===== src/rtl/bcd_7seg_scan_driver.sv =====
// 3-digit multiplexed 7-segment scan driver with tear-free digit updates.
// Ports: clk, rst (async high), load + hundreds_in/tens_in/ones_in (BCD),
//        seg_out {g..a}, an_out {hund,tens,ones}, frame_done (1-cycle pulse).
module bcd_7seg_scan_driver #(
    parameter int CLK_DIV        = 50000,
    parameter bit SEG_ACTIVE_LOW = 1'b1,
    parameter bit BLANK_LZ       = 1'b1
) (
    input  logic       clk,
    input  logic       rst,
    input  logic       load,
    input  logic [3:0] hundreds_in,
    input  logic [3:0] tens_in,
    input  logic [3:0] ones_in,
    output logic [6:0] seg_out,
    output logic [2:0] an_out,
    output logic       frame_done
);

    localparam int PW = (CLK_DIV > 1) ? $clog2(CLK_DIV) : 1;
    localparam logic [6:0] SEG_OFF = SEG_ACTIVE_LOW ? 7'h7F : 7'h00;
    localparam logic [2:0] AN_OFF  = SEG_ACTIVE_LOW ? 3'h7 : 3'h0;

    typedef enum logic [1:0] {
        S_ONES = 2'd0,
        S_TENS = 2'd1,
        S_HUND = 2'd2
    } state_t;

    state_t r_state;
    state_t w_state_nx;

    logic [PW-1:0] r_presc;
    logic [3:0]    r_disp_h, r_disp_t, r_disp_o;
    logic [3:0]    r_pend_h, r_pend_t, r_pend_o;
    logic          r_pend_flag;

    logic          w_tick;
    logic          w_bound;
    logic [3:0]    w_dig;
    logic          w_blank;
    logic [6:0]    w_seg_hi;
    logic [2:0]    w_an_hi;

    function automatic logic [6:0] f_dec(input logic [3:0] d);
        logic [6:0] s;
        case (d)
            4'd0:    s = 7'h3F;
            4'd1:    s = 7'h06;
            4'd2:    s = 7'h5B;
            4'd3:    s = 7'h4F;
            4'd4:    s = 7'h66;
            4'd5:    s = 7'h6D;
            4'd6:    s = 7'h7D;
            4'd7:    s = 7'h07;
            4'd8:    s = 7'h7F;
            4'd9:    s = 7'h6F;
            default: s = 7'h40;
        endcase
        return s;
    endfunction

    assign w_tick  = (r_presc == PW'(CLK_DIV - 1));
    assign w_bound = w_tick && (r_state == S_HUND);

    // Prescaler
    always_ff @(posedge clk or posedge rst) begin
        if (rst) begin
            r_presc <= '0;
        end else if (w_tick) begin
            r_presc <= '0;
        end else begin
            r_presc <= r_presc + PW'(1);
        end
    end

    // Scan FSM state register
    always_ff @(posedge clk or posedge rst) begin
        if (rst) begin
            r_state <= S_ONES;
        end else begin
            r_state <= w_state_nx;
        end
    end

    always_comb begin
        w_state_nx = r_state;
        if (w_tick) begin
            case (r_state)
                S_ONES:  w_state_nx = S_TENS;
                S_TENS:  w_state_nx = S_HUND;
                S_HUND:  w_state_nx = S_ONES;
                default: w_state_nx = S_ONES;
            endcase
        end
    end

    // Digits are double-buffered; the visible set only changes when a
    // frame wraps so a scan never mixes old and new digits.
    always_ff @(posedge clk or posedge rst) begin
        if (rst) begin
            r_disp_h    <= '0;
            r_disp_t    <= '0;
            r_disp_o    <= '0;
            r_pend_h    <= '0;
            r_pend_t    <= '0;
            r_pend_o    <= '0;
            r_pend_flag <= 1'b0;
        end else if (load && w_bound) begin
            r_disp_h    <= hundreds_in;
            r_disp_t    <= tens_in;
            r_disp_o    <= ones_in;
            r_pend_h    <= hundreds_in;
            r_pend_t    <= tens_in;
            r_pend_o    <= ones_in;
            r_pend_flag <= 1'b0;
        end else if (load) begin
            r_pend_h    <= hundreds_in;
            r_pend_t    <= tens_in;
            r_pend_o    <= ones_in;
            r_pend_flag <= 1'b1;
        end else if (w_bound && r_pend_flag) begin
            r_disp_h    <= r_pend_h;
            r_disp_t    <= r_pend_t;
            r_disp_o    <= r_pend_o;
            r_pend_flag <= 1'b0;
        end
    end

    // Slot decode from the current state (before any advance)
    always_comb begin
        w_dig   = r_disp_o;
        w_an_hi = 3'b001;
        w_blank = 1'b0;
        case (r_state)
            S_TENS: begin
                w_dig   = r_disp_t;
                w_an_hi = 3'b010;
                w_blank = BLANK_LZ && (r_disp_h == 4'd0) && (r_disp_t == 4'd0);
            end
            S_HUND: begin
                w_dig   = r_disp_h;
                w_an_hi = 3'b100;
                w_blank = BLANK_LZ && (r_disp_h == 4'd0);
            end
            default: begin
                w_dig   = r_disp_o;
                w_an_hi = 3'b001;
                w_blank = 1'b0;
            end
        endcase
        w_seg_hi = w_blank ? 7'h00 : f_dec(w_dig);
    end

    always_ff @(posedge clk or posedge rst) begin
        if (rst) begin
            seg_out    <= SEG_OFF;
            an_out     <= AN_OFF;
            frame_done <= 1'b0;
        end else begin
            seg_out    <= SEG_ACTIVE_LOW ? ~w_seg_hi : w_seg_hi;
            an_out     <= SEG_ACTIVE_LOW ? ~w_an_hi : w_an_hi;
            frame_done <= w_bound;
        end
    end

endmodule


===== config.mk =====
export PLATFORM = sky130hd
export DESIGN_NAME = bcd_7seg_scan_driver
export DESIGN_NICKNAME = d
export VERILOG_FILES = /design/src/rtl/bcd_7seg_scan_driver.sv
export SDC_FILE = /design/constraint.sdc
export NUM_CORES = 1
export LEC_CHECK = 0
export ABC_AREA = 1
export ABC_CLOCK_PERIOD_IN_PS = 2350
export BUFFER_PORTS_ARGS = -buffer_cell sky130_fd_sc_hd__buf_2
export CORE_ASPECT_RATIO = 0.7
export CORE_UTILIZATION = 50
export CTS_CLUSTER_DIAMETER = 50
export DETAILED_ROUTE_END_ITERATION = 10
export GPL_TIMING_DRIVEN = 1
export PLACE_DENSITY = 0.78
export SLEW_MARGIN = 10
export SYNTH_ARGS = -nofsm -noshare
export SYNTH_HDL_FRONTEND = slang
export SYNTH_SLANG_ARGS = --single-unit

===== constraint.sdc =====
create_clock -name clk -period 2.35 [get_ports clk]
set_clock_uncertainty 0.1 [all_clocks]
set_input_delay 0.47 -clock clk [delete_from_list [all_inputs] [get_ports clk]]
set_output_delay 0.47 -clock clk [all_outputs]
set_load 0.005 [all_outputs]

==> results.yml <==
place:
  place.gp.congestion: 0.8864
  place_area_mm2: 0.002874
  post-dp-hpwl_mm: 3.681
  portBuffers: 25
sta:
  fin_crit_sh: 0.8984
  worstMarginPinSlew_ns: 0.4647
  slew_violations: 0
  relSlewSlack: 0.6878
  fmax_mhz: 473.7
  period_needed_ns: 2.111
  timing.setup.tns_ns: 0
  rsz0062_at_grt: "false"
  setup_viol: 0
  hold_viol: 0
  hold_ws_ns: 0.05832
yosys:
  yosysTopAreaCell: "dfrtp_1"
  yosys-top-cells-count: "nand2_1 (95), dfrtp_1 (44), inv_1 (43), nor2_1 (32), nand3_1 (20)"
  synth_cell_types: 30
  ys.flop_type: "dfrtp_1"
  syn_area_mm2: 0.002663
  synth_edf_count: 0
  synth_top_area_share: 0.4135
  synth_nets: 342
  synth_warnings: 0
  synth_cells: 317
  ys_ff_latch: 54
  ys_seq_area_frac: 0.5122
  synth_area_per_cell_um2: 8.399
  synth-async-reset-ratio: 1.000
  synth_area_leaders: "dfrtp_1 (41%), nand2_1 (13%), dfstp_2 (9.9%)"
  synth_most_common_cell: "nand2_1"
layout:
  seq_area_mm2: 0.001364
  layout-drive-gt1-share: 0.1738
  area_growth_pct: 12.31
  n_antenna_cell: 0
  finalInstanceArea_mm2: 0.002990
  multi_input_area_mm2: 0.001087
  nets: 375
  fillers: 468
cts:
  cts.sinks: 54
  clock_latency_ns: 0.31
  cts_root_buf: "clkbuf_8"
  cts_tree: "done"
  cts_buffer_depth: 2
  cts_hold_buf: 0
  post_cts_buffers: 0
  numCtsBuffers: 5
  h-tree-depth: 2
  clk_pin_slew_ns: 0.10
flow_run:
  drv_cap: 0
die:
  start_util: 0.5390
  io_pins: 26
  core_mm2: 0.004940
  die_w_um: 89.22
  die_area_mm2: 0.005626
  row_count: 21
  die-height_um: 63.06
setup_path:
  critPathMaxFanout: 6
  slowest_stage: "dfrtp_1"
  endpoint_kind: "register"
  crit_required_ns: 2.48
  cp_top_family: "adder cells"
  worstPathCellList: "inv_1 > ha_1 > buf_4 > o21ai_0 > inv_1 > ha_1 > or2_1 > nand3_1 > nand3_1"
  slowest_delay_ns: 0.39
  worstSetupPathType: "register to register"
  cp.arrival_ns: 2.24
  worst_setup_path_start_kind: "register"
  crit_buf_inv: 3
drt:
  vias_per_cell: 4.764
  drt-initial-drc-count: 142
  drc: 0
  via_count: 2001
  ant_nets: 0
  routedWlPerCell_um: 11.55
  wl_mm: 4.851
  firstDrtPassIters: 4
grt:
  grt_pass1_wl_mm: 8.749
  grt_max_degree: 25
  grt_pass1_vias: 1931
  antenna_found_initial: 0
  gr-total-overflow: 0
  grt_usage: 0.2028
power:
  switchingPower_mw: 0.3536
  powerDensity_mw_per_mm2: 550.4
  pwr-share-clk: 0.380
  combPwrFrac: 0.042
  peakVddDrop_uv: 235.5
  p_leak_nw: 1.583
  swShare: 0.2149
  p_int_mw: 1.292
  seqPwrFrac: 0.578
min_path:
  min_path_type: "input port to async pin"
outcome:
  status: "finished clean"
==> layout make-up <==
class / instances / share of cell area
flip-flops and latches: 54 / 0.4561
multi-input cells: 213 / 0.3636
inverters: 46 / 0.05816
repair buffers: 30 / 0.05439
well taps: 69 / 0.02887
clock buffers: 5 / 0.02301
clock inverters: 3 / 0.01590
==> sequential cells by signal (all words and copies together) (netlist names) <==
register,count
an_out,3
frame_done,1
r_disp_h,4
r_disp_o,4
r_disp_t,4
r_pend_flag,1
r_pend_h,4
r_pend_o,4
r_pend_t,4
r_presc,16
r_state,2
seg_out,7
==> worst paths after layout <==
path	from	to	slack, ns	cells after the start
min in group clk	ones_in[2]	r_pend_o[2]$_DFFE_PP0P_	0.28	3
min	rst	r_state[0]$_DFFE_PP0N_	0.06	2
min reg2reg	r_pend_o[2]$_DFFE_PP0P_	r_pend_o[2]$_DFFE_PP0P_	0.38	2
max reg2reg	r_state[0]$_DFFE_PP0N_	seg_out[3]$_DFF_PP1_	0.24	9
max in group asynchronous	rst	seg_out[5]$_DFF_PP1_	1.43	3
max	r_state[0]$_DFFE_PP0N_	seg_out[3]$_DFF_PP1_	0.24	9
==> cells by family after synthesis <==
kind of cell               synth area share
adders and majority gates           0.04699
and+or+nand+nor                      0.2697
buffers and inverters               0.07941
DFF                                  0.5122
AOI/OAI and AO/OA                   0.05216
xor gates and xnor gates            0.03947
==> layout by cell type, fill, tap and decap left out, types with 5 or more instances in the layout <==
master	synthesis	final
a21oi_1	7	7
dfstp_2	10	10
nand2_1	95	95
ha_1	10	10
clkbuf_8	0	5
nor3_1	6	6
dfrtp_1	44	44
o21ai_1	7	8
xor2_1	12	12
nand3_1	20	20
o21ai_0	7	6
nor2_1	32	32
buf_4	2	5
buf_2	0	25
inv_1	43	42
==> layer usage <==
| metal | share of wire | GRT usage | routed length (um) | vias up |
|---|---|---|---|---|
| met1 | 0.52 | 0.3057 | 2536 | 916 |
| li1 | - | - | - | 1036 |
| met2 | 0.43 | 0.2977 | 2078 | 47 |
| met5 | 0 | 0 | 0 | - |
| met3 | 0.046 | 0.04063 | 225 | 2 |
| met4 | 0.0021 | 0.05159 | 10 | 0 |
==> what timing repair did <==
action / 4_1_cts / 5_1_grt
setup endpoints to repair: 0 / 5
resized for setup: 0 / 1
hold endpoints to repair: 0 / 0
==> power groups by stage <==
| stage | sequential (mW) | clock [mW] | combinational [mW] |
|---|---|---|---|
| after detailed placement | 0.970 | 0 | 0.0707 |
| final | 0.952 | 0.626 | 0.0684 |
| after global placement | 0.969 | 0 | 0.0686 |
| after floorplan | 0.968 | 0 | 0.0465 |
| after CTS | 0.952 | 0.651 | 0.0709 |
| after global routing | 0.954 | 0.697 | 0.0810 |
==> through the flow <==
step | total power [mW] | utilization | setup slack (ns) | cells
3_3_place_gp | 1.038 | 0.5818 | 0.2877 | 412
2_1_floorplan | 1.015 | - | 0.1996 | 317
4_1_cts | 1.674 | 0.6054 | 0.1429 | 420
3_5_place_dp | 1.040 | 0.5818 | 0.1750 | 412
6_report | 1.646 | 0.6054 | 0.2388 | 420
5_1_grt | 1.732 | 0.6054 | 0.01728 | 420
Note: power is estimated with default switching activity, not from simulation.
